--- src/rtl/stack_alu_hs.sv ---
// rtl/stack_alu_hs.sv - signed N-bit operand stack ALU with valid/ready command port
// One command in flight; MUL runs a radix-2 shift-add over N cycles before the common EXEC step.
module stack_alu_hs #(
  parameter int N     = 16,
  parameter int DEPTH = 16,
  localparam int SPW  = $clog2(DEPTH) + 1
) (
  input  logic           clk,
  input  logic           rst,
  input  logic           in_valid,
  output logic           in_ready,
  input  logic [2:0]     opcode,
  input  logic [N-1:0]   input_data,
  output logic           out_valid,
  output logic [N-1:0]   output_data,
  output logic           overflow,
  output logic           stack_err,
  output logic [SPW-1:0] sp,
  output logic           empty,
  output logic           full
);

  localparam int AW = SPW - 1;
  localparam int CW = $clog2(N) + 1;

  localparam logic [2:0] OP_NOP  = 3'b000;
  localparam logic [2:0] OP_DUP  = 3'b001;
  localparam logic [2:0] OP_SWAP = 3'b010;
  localparam logic [2:0] OP_SUB  = 3'b011;
  localparam logic [2:0] OP_ADD  = 3'b100;
  localparam logic [2:0] OP_MUL  = 3'b101;
  localparam logic [2:0] OP_PUSH = 3'b110;
  localparam logic [2:0] OP_POP  = 3'b111;

  typedef enum logic [1:0] {S_IDLE, S_MUL, S_EXEC} state_t;

  state_t           r_state;
  state_t           w_next;
  logic [2:0]       r_op;
  logic [N-1:0]     r_data;
  logic [N-1:0]     r_stack [DEPTH];
  logic [SPW-1:0]   r_sp;
  logic [2*N-1:0]   r_acc;
  logic [2*N-1:0]   r_mcand;
  logic [N-1:0]     r_mplier;
  logic [CW-1:0]    r_cnt;

  logic             w_accept;
  logic             w_empty;
  logic             w_full;
  logic             w_sp_lt2;
  logic             w_mul_last;
  logic             w_err;
  logic             w_exec_ok;
  logic [AW-1:0]    w_top_idx;
  logic [AW-1:0]    w_sec_idx;
  logic [AW-1:0]    w_push_idx;
  logic [N-1:0]     w_a;
  logic [N-1:0]     w_b;
  logic [N-1:0]     w_sum;
  logic [N-1:0]     w_diff;
  logic [N-1:0]     w_res;
  logic             w_ovf;
  logic [SPW-1:0]   w_sp_next;
  logic             w_we1;
  logic [AW-1:0]    w_wi1;
  logic [N-1:0]     w_wd1;
  logic             w_we2;
  logic [AW-1:0]    w_wi2;
  logic [N-1:0]     w_wd2;

  // Index arithmetic wraps modulo DEPTH, so sp==DEPTH still addresses the top at DEPTH-1.
  assign w_top_idx  = r_sp[AW-1:0] - AW'(1);
  assign w_sec_idx  = r_sp[AW-1:0] - AW'(2);
  assign w_push_idx = r_sp[AW-1:0];
  assign w_a        = r_stack[w_top_idx];
  assign w_b        = r_stack[w_sec_idx];
  assign w_sum      = w_b + w_a;
  assign w_diff     = w_b - w_a;

  assign w_empty    = (r_sp == '0);
  assign w_full     = (r_sp == SPW'(DEPTH));
  assign w_sp_lt2   = (r_sp < SPW'(2));
  assign w_accept   = in_valid & in_ready;
  assign w_mul_last = (r_cnt == CW'(N - 1));
  assign w_exec_ok  = (r_state == S_EXEC) & ~w_err;

  assign sp    = r_sp;
  assign empty = w_empty;
  assign full  = w_full;

  always_ff @(posedge clk or posedge rst) begin
    if (rst) r_state <= S_IDLE;
    else     r_state <= w_next;
  end

  always_comb begin
    w_next = r_state;
    case (r_state)
      S_IDLE: if (w_accept) w_next = (opcode == OP_MUL && !w_sp_lt2) ? S_MUL : S_EXEC;
      S_MUL:  if (w_mul_last) w_next = S_EXEC;
      S_EXEC: w_next = S_IDLE;
      default: w_next = S_IDLE;
    endcase
  end

  always_comb begin
    in_ready = (r_state == S_IDLE);
  end

  always_comb begin
    w_err = 1'b0;
    case (r_op)
      OP_NOP:  w_err = 1'b0;
      OP_DUP:  w_err = w_empty | w_full;
      OP_PUSH: w_err = w_full;
      OP_POP:  w_err = w_empty;
      default: w_err = w_sp_lt2;
    endcase
  end

  always_comb begin
    w_res     = '0;
    w_ovf     = 1'b0;
    w_sp_next = r_sp;
    w_we1     = 1'b0;
    w_wi1     = w_top_idx;
    w_wd1     = w_b;
    w_we2     = 1'b0;
    w_wi2     = w_sec_idx;
    w_wd2     = w_a;
    case (r_op)
      OP_NOP: w_res = w_empty ? '0 : w_a;
      OP_DUP: begin
        w_res     = w_a;
        w_we1     = 1'b1;
        w_wi1     = w_push_idx;
        w_wd1     = w_a;
        w_sp_next = r_sp + SPW'(1);
      end
      OP_SWAP: begin
        w_res = w_b;
        w_we1 = 1'b1;
        w_we2 = 1'b1;
      end
      OP_SUB: begin
        w_res     = w_diff;
        w_ovf     = (w_a[N-1] != w_b[N-1]) && (w_diff[N-1] != w_b[N-1]);
        w_we1     = 1'b1;
        w_wi1     = w_sec_idx;
        w_wd1     = w_diff;
        w_sp_next = r_sp - SPW'(1);
      end
      OP_ADD: begin
        w_res     = w_sum;
        w_ovf     = (w_a[N-1] == w_b[N-1]) && (w_sum[N-1] != w_b[N-1]);
        w_we1     = 1'b1;
        w_wi1     = w_sec_idx;
        w_wd1     = w_sum;
        w_sp_next = r_sp - SPW'(1);
      end
      OP_MUL: begin
        w_res     = r_acc[N-1:0];
        w_ovf     = !((&r_acc[2*N-1:N-1]) || !(|r_acc[2*N-1:N-1]));
        w_we1     = 1'b1;
        w_wi1     = w_sec_idx;
        w_wd1     = r_acc[N-1:0];
        w_sp_next = r_sp - SPW'(1);
      end
      OP_PUSH: begin
        w_res     = r_data;
        w_we1     = 1'b1;
        w_wi1     = w_push_idx;
        w_wd1     = r_data;
        w_sp_next = r_sp + SPW'(1);
      end
      OP_POP: begin
        w_res     = w_a;
        w_sp_next = r_sp - SPW'(1);
      end
      default: w_res = '0;
    endcase
  end

  always_ff @(posedge clk) begin
    if (w_exec_ok && w_we1) r_stack[w_wi1] <= w_wd1;
    if (w_exec_ok && w_we2) r_stack[w_wi2] <= w_wd2;
  end

  always_ff @(posedge clk or posedge rst) begin
    if (rst) begin
      r_sp        <= '0;
      r_op        <= OP_NOP;
      r_data      <= '0;
      r_acc       <= '0;
      r_mcand     <= '0;
      r_mplier    <= '0;
      r_cnt       <= '0;
      out_valid   <= 1'b0;
      output_data <= '0;
      overflow    <= 1'b0;
      stack_err   <= 1'b0;
    end else begin
      out_valid <= 1'b0;
      if (w_accept) begin
        r_op     <= opcode;
        r_data   <= input_data;
        r_acc    <= '0;
        r_mcand  <= {{N{w_b[N-1]}}, w_b};
        r_mplier <= w_a;
        r_cnt    <= '0;
      end
      // Bit N-1 of the multiplier carries weight -2^(N-1), so its partial product is subtracted.
      if (r_state == S_MUL) begin
        if (r_mplier[0]) r_acc <= w_mul_last ? (r_acc - r_mcand) : (r_acc + r_mcand);
        r_mcand  <= r_mcand << 1;
        r_mplier <= r_mplier >> 1;
        r_cnt    <= r_cnt + CW'(1);
      end
      if (r_state == S_EXEC) begin
        out_valid   <= 1'b1;
        stack_err   <= w_err;
        output_data <= w_err ? '0 : w_res;
        overflow    <= w_err ? 1'b0 : w_ovf;
        if (!w_err) r_sp <= w_sp_next;
      end
    end
  end

endmodule

--- config.mk ---
export PLATFORM = sky130hd
export DESIGN_NAME = stack_alu_hs
export DESIGN_NICKNAME = d
export VERILOG_FILES = /design/src/rtl/stack_alu_hs.sv
export SDC_FILE = /design/constraint.sdc
export NUM_CORES = 1
export LEC_CHECK = 0
export ABC_AREA = 1
export BUFFER_PORTS_ARGS = -buffer_cell sky130_fd_sc_hd__buf_4
export CORE_UTILIZATION = 39
export CTS_BUF_LIST = sky130_fd_sc_hd__clkbuf_8
export DETAILED_ROUTE_END_ITERATION = 6
export PLACE_DENSITY = 0.59
export RECOVER_POWER = 25
export SLEW_MARGIN = 0
export SYNTH_ARGS = -nofsm -noshare
export SYNTH_HDL_FRONTEND = slang
export SYNTH_SLANG_ARGS = --single-unit
--- constraint.sdc ---
create_clock -name clk -period 11.7 [get_ports clk]
set_input_delay 0.585 -clock clk [delete_from_list [all_inputs] [get_ports clk]]
set_output_delay 0.585 -clock clk [all_outputs]
set_load 0.1 [all_outputs]
==> summary.md <==
| Metric | Value |
|---|---|
| Failing checks | `capacitance limit, slew limit` |
| Design area | `0.02943 mm²` |
| Die area | `0.07055 mm²` |
| Overflow after GRT | `0` |
| Mapped Cells | `3721` |
| Fill count | `7202` |
| MaxCap Viol Count | `7` |
| Initial Utilization | `39.45%` |
| Slew Limit Fails | `375` |
| Post-route DRC | `0` |
| Post-CTS Resized | `0` |
| Starting DRT DRC Count | `3024` |
| RSZ-0062 raised after global routing | `false` |
| Total wire length | `104300 µm` |
| Via count | `26.62k` |
| Most frequent cells in the layout | `nand2_1 (1029), o21ai_0 (420), inv_1 (360)` |
| Tmin final | `7902 ps` |
| Antenna violations before repair | `3` |
| Share of cells above drive strength 1 | `7.984%` |
| Hold/Removal Path Class | `in2reg` |
| Hold_buf cts | `0` |
| CP cell instances | `buf_4 -> clkbuf_1 -> buf_4 -> nand2_1 -> nand3_1 -> o21ai_0 -> nand2_1 -> nand2_1 -> nor2_1 -> ha_1 -> inv_1 -> a21oi_1 -> o21ai_0 -> nand2_1 -> nand3_1 -> o21ai_0 -> a21oi_1 -> nor2_1 -> nand2_1 -> nand3_1 -> o21ai_1` |
| Synth warnings | `0` |
| Via/cell ratio | `5.692` |
| IO Pins | `49` |
| First-pass GRT wire length | `155400 µm` |
| Area of the mapped netlist | `0.02710 mm²` |
| Ys flop type | `edfxtp_1` |
| Clock buffer depth | `3` |
| Worst-path maximum fanout | `87` |
| Global-route usage over all layers | `29.35%` |
| Avg Cell Area, Syn | `7.284 µm²` |
| Count of final hold-check violations | `0` |
| WS Path Type | `reg2reg` |
| Max-slew headroom at the worst pin | `-138.8%` |
| Clk_skew | `53.80 ps` |
| Async S/R FF share, synth | `33.68%` |
| Final setup viols | `0` |
| CTS sink count | `386` |
| Die width | `265.6 µm` |
| Most common cell after layout, fill and taps aside | `nand2_1` |
| Crit share post-route | `67.54%` |
| Critical Path Slowest Stage Cell | `clkbuf_1` |
| Clock slew at reported path FFs | `60 ps` |
| # rows | `96` |
| Post-synth EDFFs | `256` |
| Status | `complete, but fails checks` |
| Core Area | `0.06871 mm²` |
| CTS tree | `yes` |
| Distinct cells, synth | `60` |
| Final estimated routing congestion in global placement | `0.9412` |
| Crit. End Element | `flip-flop` |
| Pin count of the biggest net entering global routing | `90` |
| Req. time, crit path | `12070 ps` |
| Pre-Repair DR Iteration Count | `6` |
| Post-detail-place hpwl | `70640 µm` |
| Cell family with most CP delay | `buffers and inverters` |
| Worst slew pin tran | `3582 ps` |
| Final #Nets | `3789` |
| H-tree depth | `3` |
| Synth Net Count | `3821` |
| Buf/Inv on CP | `4` |
| Placed Instance Area | `0.02817 mm²` |
| Critical path's largest stage delay | `1730 ps` |
| Post-route setup TNS | `0 ps` |
| CP most frequent cell | `nand2_1` |
| Startpoint Class | `flip-flop` |
| Root Buffer | `clkbuf_8` |
| Vias in the first global route | `24.48k` |
| F_max | `0.1266 GHz` |
| Final Core Density | `42.84%` |
| Area growth, synth to finish | `8.600%` |
| Clk_lat worst skew | `690 ps` |
| Worst Path Arrival | `8280 ps` |
| Register area share after synthesis | `40.37%` |
| Post-CTS setup repair buffer count | `0` |
| FF+latch count, synth | `386` |
| Wire per inst | `22.30 µm` |
| PortBufs | `48` |
| Die height | `265.6 µm` |
| Number of buffers created by CTS | `73` |
| Detail Route Antenna Nets | `0` |
==> routing by layer <==
layer | vias up | share of wire (%) | routed length, µm | global-route usage [%]
met1 | 12530 | 41 | 42370 | 38.67
met3 | 247 | 10 | 10430 | 5.758
met2 | 1363 | 45 | 46700 | 46.26
met5 | - | 0.013 | 14 | 0
met4 | 2 | 4.6 | 4756 | 13.89
li1 | 12490 | - | - | -
==> worst register-to-register path: stages, from the launching register on <==
cell	delay, ps
dfrtp_4	640
buf_4	560
clkbuf_1	1730
buf_4	890
nand2_1	190
nand3_1	120
o21ai_0	130
nand2_1	130
nand2_1	120
nor2_1	530
ha_1	430
inv_1	190
a21oi_1	230
o21ai_0	140
nand2_1	80
nand3_1	150
o21ai_0	200
a21oi_1	60
nor2_1	300
nand2_1	500
nand3_1	200
o21ai_1	80
==> sequential cells by signal (all words and copies together), names as in the netlist <==
name	flops
r_acc	32
r_state	2
sp	5
stack_err	1
r_data	16
out_valid	1
r_cnt	5
r_stack	256
overflow	1
r_mcand	32
r_op	3
r_mplier	16
output_data	16
==> final cells by class <==
type,count,area [µm²],area share [%]
inverters,372,1403,4.765
diodes,1,2.502,0.008502
flip-flops and latches,386,10940,37.18
clock buffers,80,1101,3.741
well taps,931,1165,3.957
repair buffers,115,750.7,2.550
multi-input cells,2741,13790,46.84
clock inverters,51,280.3,0.9522
==> through the flow <==
| stage | hold WS [ps] | setup WS, ps | instances |
|---|---|---|---|
| CTS | 33.85 | 5032 | 4676 |
| detailed placement | 468.0 | 5083 | 4545 |
| global route | 91.73 | 3346 | 4677 |
| floorplan | 448.8 | 6299 | 3721 |
| global placement | 464.9 | 5156 | 4545 |
| finish | 99.42 | 3798 | 4677 |
==> cell families after synthesis <==
group / count (synthesis) / synth area share [%]
flip-flops: 386 / 40.37
AND/OR/NAND/NOR: 1672 / 25.60
buffers and inverters: 594 / 9.311
XOR/XNOR: 53 / 1.740
adder cells (fa/ha/maj): 78 / 3.712
AO/OA/AOI/OAI: 938 / 19.27
==> cells in the mapped netlist (9+ instances only) <==
library cell  number  area, µm²
a21o_1            10      75.07
a21oi_1          284       1421
a221oi_1          10      87.58
a31oi_1           13      81.33
buf_1             13      48.80
buf_2            107      535.5
buf_4             26      195.2
clkbuf_1          66      247.7
dfrtp_1          130       3253
edfxtp_1         256       7687
ha_1              74      925.9
inv_1            340       1276
inv_2             27      101.4
nand2_1         1029       3862
nand2_2           18      112.6
nand3_1          283       1416
nand4_1           22      137.6
nor2_1           231      867.1
nor2_2            21      131.4
nor3_1            35      175.2
nor4_1            13      81.33
o211ai_1          56      420.4
o21ai_0          432       2162
o21ai_1           43      215.2
o21bai_1           9      67.56
o221ai_1          26      227.7
o22ai_1           11      68.82
or2_2              9      56.30
xnor2_1           10      87.58
xor2_1            42      367.9
==> path summary, 6_finish.rpt <==
kind / slack (ps) / to / cells past startpoint / startpoint
min in group asynchronous: 910 / sp[0]$_DFFE_PP0P_ / 2 / rst
min: 100 / r_data[1]$_DFFE_PP0P_ / 3 / input_data[1]
min reg2reg: 480 / output_data[3]$_DFFE_PP0P_ / 2 / output_data[3]$_DFFE_PP0P_
max in group asynchronous: 6550 / overflow$_DFFE_PP0P_ / 3 / rst
max: 3800 / r_stack[10][10]$_DFFE_PP_ / 21 / sp[0]$_DFFE_PP0P_
max reg2reg: 3800 / r_stack[10][10]$_DFFE_PP_ / 21 / sp[0]$_DFFE_PP0P_
Power is left out: the tool's default activity adds up to more than one toggle a clock period on the data nets, which glitch-free logic cannot reach.
